$ cat src/rtl/sum9_arbiter.sv
// Two-requester round-robin arbiter feeding one shared 9-bit sign-magnitude adder
// with a one-entry result register. Define SUM9_ARB_SAT_EN to saturate overflow.

module sum9_smadd (
  input  logic [8:0] a,
  input  logic [8:0] b,
  output logic [8:0] sum
);

  logic [8:0] magSum;

  // NOTE: every output of a combinational block gets a default first so no path can infer a latch.
  always_comb begin
    sum    = '0;
    magSum = {1'b0, a[7:0]} + {1'b0, b[7:0]};
    if (a[8] == b[8]) begin
`ifdef SUM9_ARB_SAT_EN
      sum = {a[8], magSum[8] ? 8'hFF : magSum[7:0]};
`else
      sum = {a[8], magSum[7:0]};
`endif
    end else if (a[7:0] >= b[7:0]) begin
      // Equal magnitudes land here, so the result keeps the sign of a.
      sum = {a[8], a[7:0] - b[7:0]};
    end else begin
      sum = {b[8], b[7:0] - a[7:0]};
    end
  end

endmodule

module sum9_arbiter #(
  parameter bit INIT_PRIO = 1'b0,
  parameter int CNT_W     = 16
) (
  input  logic             clk,
  input  logic             reset,
  input  logic             req0_valid,
  input  logic [8:0]       req0_a,
  input  logic [8:0]       req0_b,
  output logic             req0_ready,
  input  logic             req1_valid,
  input  logic [8:0]       req1_a,
  input  logic [8:0]       req1_b,
  output logic             req1_ready,
  output logic             rsp_valid,
  output logic             rsp_id,
  output logic [8:0]       rsp_sum,
  input  logic             rsp_ready,
  output logic [CNT_W-1:0] gnt_cnt0,
  output logic [CNT_W-1:0] gnt_cnt1
);

  typedef enum logic {EMPTY, FULL} stateT;

  stateT      state;
  stateT      stateNext;
  logic       prio;
  logic       grantId;
  logic       anyValid;
  logic       slotFree;
  logic       accept;
  logic [8:0] selA;
  logic [8:0] selB;
  logic [8:0] addSum;

  // With both requesters valid the pointer decides; otherwise the lone valid side wins.
  assign anyValid = req0_valid || req1_valid;
  assign grantId  = req1_valid && (!req0_valid || prio);
  assign slotFree = (state == EMPTY) || rsp_ready;
  assign selA     = grantId ? req1_a : req0_a;
  assign selB     = grantId ? req1_b : req0_b;

  sum9_smadd u_add (
    .a   (selA),
    .b   (selB),
    .sum (addSum)
  );

  always_comb begin
    stateNext  = state;
    req0_ready = 1'b0;
    req1_ready = 1'b0;
    accept     = 1'b0;
    if (!reset && slotFree && anyValid) begin
      req0_ready = !grantId;
      req1_ready = grantId;
      accept     = 1'b1;
    end
    if (accept) begin
      stateNext = FULL;
    end else if (state == FULL && rsp_ready) begin
      stateNext = EMPTY;
    end
  end

  assign rsp_valid = (state == FULL);

  // NOTE: sequential state uses non-blocking assignments so every register samples pre-edge values.
  always_ff @(posedge clk) begin
    if (reset) begin
      state    <= EMPTY;
      prio     <= INIT_PRIO;
      rsp_id   <= 1'b0;
      rsp_sum  <= '0;
      gnt_cnt0 <= '0;
      gnt_cnt1 <= '0;
    end else begin
      state <= stateNext;
      if (accept) begin
        prio    <= !grantId;
        rsp_id  <= grantId;
        rsp_sum <= addSum;
        if (grantId) gnt_cnt1 <= gnt_cnt1 + CNT_W'(1);
        else         gnt_cnt0 <= gnt_cnt0 + CNT_W'(1);
      end
    end
  end

endmodule

$ cat config.mk
export PLATFORM = sky130hd
export DESIGN_NAME = sum9_arbiter
export DESIGN_NICKNAME = d
export VERILOG_FILES = /design/src/rtl/sum9_arbiter.sv
export SDC_FILE = /design/constraint.sdc
export NUM_CORES = 1
export LEC_CHECK = 0
export BUFFER_PORTS_ARGS = -buffer_cell sky130_fd_sc_hd__buf_4
export CORE_MARGIN = 2
export CORE_UTILIZATION = 54
export CTS_BUF_LIST = sky130_fd_sc_hd__clkbuf_2
export DETAILED_ROUTE_END_ITERATION = 16
export PLACE_DENSITY = 0.86
export RECOVER_POWER = 25
export SYNTH_ARGS = -nofsm -noshare
export SYNTH_HDL_FRONTEND = slang
export SYNTH_SLANG_ARGS = --single-unit
$ cat constraint.sdc
create_clock -name clk -period 4.1 [get_ports clk]
set_clock_uncertainty 0.1 [all_clocks]
set_input_delay 0 -clock clk [delete_from_list [all_inputs] [get_ports clk]]
set_output_delay 0 -clock clk [all_outputs]
set_load 0.01 [all_outputs]
==> results.sh <==
export IMPL_outcome="complete, no violations"
export IMPL_grt_ovfl_total=0
export IMPL_slew_viol_final=0
export IMPL_max_slew_margin_rel_pct=37.5
export IMPL_holdPathEnd="gnt_cnt1[1]"
export IMPL_hold_slack_ns=0.0505
export IMPL_p_leak_uw=0.00172
export IMPL_setup_ws_ns=0.355
export IMPL_ys_ff_latch=44
export IMPL_htreeDepth=2
export IMPL_netlist_area_mm2=0.00306
export IMPL_drc=0
export IMPL_tritoncts="yes"
export IMPL_max_freq_ghz=0.267
export IMPL_finalPower_uw=1050
export IMPL_criticalPathCategory="flip-flop to flip-flop"
export IMPL_start_kind="flip-flop"
export IMPL_num_vias=2949
export IMPL_viasPerCell=5.59
export IMPL_die_x_um=79.3
export IMPL_post_route_period_util_pct=91.4
export IMPL_avgSynthCellArea_um2=8.40
export IMPL_synthArstFlopShare_pct=0
export IMPL_cp_max_fo=10
export IMPL_first_global_vias=2609
export IMPL_crit_arrival_ns=4.02
export IMPL_min_path_cells=4
export IMPL_worstRegToRegCells=12
export IMPL_synth_ff_type="dfxtp_1"
export IMPL_rsz0062_at_grt="false"
export IMPL_vdd_drop_max_v=0.000166
export IMPL_syn2layout_area_growth_pct=24.1
export IMPL_numCtsBuffers=5
export IMPL_clock_latency_ns=0.45
export IMPL_num_rows=27
export IMPL_tightestPinTransition_ns=0.930
export IMPL_ff2ff_setup_slack_ns=0.35
export IMPL_finalNonFillerCells=528
export IMPL_gp_congestion=0.880
export IMPL_root_buffer="clkbuf_2"
export IMPL_p_clk_share_pct=18.2
export IMPL_setup_violations=0
export IMPL_yosysSeqAreaShare_pct=28.7
export IMPL_netlist_area_leader_share_pct=28.7
export IMPL_synth_top_area_cell="dfxtp_1"
export IMPL_worst_endpoint_required_ns=4.37
export IMPL_r2r_start="prio"
export IMPL_avgRoutedWirePerCell_um=14.8
export IMPL_grt_first_pass_wirelength_mm=12.3
export IMPL_core_area_mm2=0.00551
export IMPL_die_area_mm2=0.00629
export IMPL_antenna_found_initial=0
export IMPL_pwr_share_seq_pct=44.4
export IMPL_rr_endpoint="rsp_sum[8]"
export IMPL_min_period_ns=3.75
export IMPL_grt_usage_pct=24.7
export IMPL_die_h_um=79.3
export IMPL_synth_edf_count=0
export IMPL_start_util_pct=55.6
export IMPL_clk_path_buf_depth=2
export IMPL_power_frac_comb_pct=37.4
export IMPL_io_buffers=85
export IMPL_ios=86
export IMPL_p_sw_share_pct=36.0
export IMPL_placed_cells=507
export IMPL_powerDensity_mw_per_mm2=276
export IMPL_intPower_uw=670
export IMPL_synth_warnings=0
export IMPL_nets=523
export IMPL_grt_max_degree=40
export IMPL_synth_fp_nets=433
export IMPL_synth_area_leaders="dfxtp_1 29%, ha_1 9.8%, mux2_2 5.5%"
export IMPL_max_cap_viol_count=0
export IMPL_p_switching_uw=378
export IMPL_drive_above_1_share_pct=23.5
export IMPL_fin_tns_setup_ns=0
export IMPL_drtIter0Drc=207
export IMPL_yosysUniqueCellTypes=52
export IMPL_hold_viol_final=0
export IMPL_routed_wl_mm=7.81
export IMPL_clkTransAtPathRegs_ns=0.23
export IMPL_cp_end_kind="flip-flop"
export IMPL_post_dp_hpwl_mm=5.93
export IMPL_dp_slack_ns=0.354
export IMPL_worstHoldStart="req1_valid"
export IMPL_cts_num_sinks=44
export IMPL_n_antenna_cell=0
export IMPL_syn_instance_count=365
export IMPL_hp_class="input port to flip-flop"
export IMPL_drtPass1Iterations=5
export IMPL_ant_nets=0
-- Yosys cell counts (10+ instances only) --
master,number
a21oi_1,21
and3_1,11
clkbuf_1,12
dfxtp_1,44
ha_1,24
inv_1,21
mux2_2,15
nand2_1,32
nand4_1,10
nor2_1,38
nor3_1,14
xnor2_1,11
xor2_1,16
-- cell families (layout without fill, tap and decap cells) --
kind of cell	count (synthesis)	count (layout)	synth area share (%)
AO/OA/AOI/OAI	60	60	13.4
XOR/XNOR	27	27	7.72
adder cells (fa/ha/maj)	27	27	11.8
buffers and inverters	41	132	5.63
flip-flops	44	44	28.7
multiplexers	23	23	8.82
AND/OR/NAND/NOR	143	143	23.9
-- placed cells by master, fill, tap and decap left out, types with 5 or more instances in the layout --
cell type	Yosys	routed
xor2_1	16	16
or3_1	8	8
o31ai_1	5	5
ha_1	24	24
nor3_1	14	14
a21oi_1	21	21
xnor2_1	11	11
nand3_1	9	9
nand4_1	10	10
a31oi_1	5	5
inv_1	21	21
clkbuf_2	1	5
dlygate4sd3_1	0	7
dfxtp_1	44	44
nand2_1	32	32
o21ai_0	7	7
nor2b_1	5	5
clkbuf_1	12	22
nor2_1	38	38
buf_4	0	71
mux2_2	15	15
mux2i_1	6	6
and3_1	11	11
-- state kept, by name (all words and copies together), names as in the netlist --
register / flops
rsp_id: 1
rsp_valid: 1
gnt_cnt1: 16
gnt_cnt0: 16
prio: 1
rsp_sum: 9
-- repair_timing --
action | in CTS | in global routing
gates resized for setup | 0 | 1
endpoints found under the setup margin | 0 | 1
endpoints found under the hold margin | 36 | 0
buffers inserted | 0 | 6
hold buffers | 7 | 0
-- area by class of cell --
type,instances,area (um2)
clock inverters,3,18.8
inverters,24,90.1
multi-input cells,280,2010
well taps,72,90.1
clock buffers,5,25.0
fillers,483,1710
flip-flops and latches,44,881
repair buffers,100,686
-- power groups by stage --
| stage | Combinational, uW | Clock (uW) | Sequential [uW] |
|---|---|---|---|
| after global placement | 367 | 0 | 473 |
| after floorplan | 252 | 0 | 479 |
| final | 392 | 190 | 465 |
| after global routing | 429 | 209 | 467 |
| after detailed placement | 374 | 0 | 474 |
| after CTS | 383 | 192 | 465 |
-- metrics by stage --
step	utilization, %	instance area (um2)
2_1_floorplan	-	3060
3_3_place_gp	67.6	3720
3_5_place_dp	67.6	3720
4_1_cts	69.7	3840
5_1_grt	69.0	3800
6_report	69.0	3800
-- critical path, cell delays in order, from the launching register on --
cell	delay (ns)
dfxtp_1	0.39
nand2b_1	0.19
nand2_1	0.25
buf_4	0.25
mux2_2	0.38
ha_1	0.47
inv_1	0.15
a31oi_1	0.19
o221a_2	0.32
mux4_1	0.29
dlygate4sd3_1	0.57
nand2_1	0.07
nand2_1	0.05
-- routing by layer --
metal / up-vias / share of wire (%) / GRT usage, % / routed length, um
met2: 99 / 49 / 41.7 / 3790
met5: - / 0 / 0 / 0
met1: 1383 / 45 / 32.4 / 3480
li1: 1455 / - / - / -
met3: 12 / 5.5 / 3.64 / 429
met4: 0 / 1.4 / 8.28 / 112
-- worst max-delay path by stage --
stage               slack (ns)  startpoint  cells after the start          to
finish                    0.35        prio                     12  rsp_sum[8]
global route              0.06        prio                     12  rsp_sum[8]
CTS                       0.08        prio                     12  rsp_sum[8]
detailed placement        0.35        prio                     11  rsp_sum[6]
global placement          0.44        prio                     11  rsp_sum[6]
floorplan                 0.60        prio                     13  rsp_sum[6]
(Power assumes the default switching activity.)
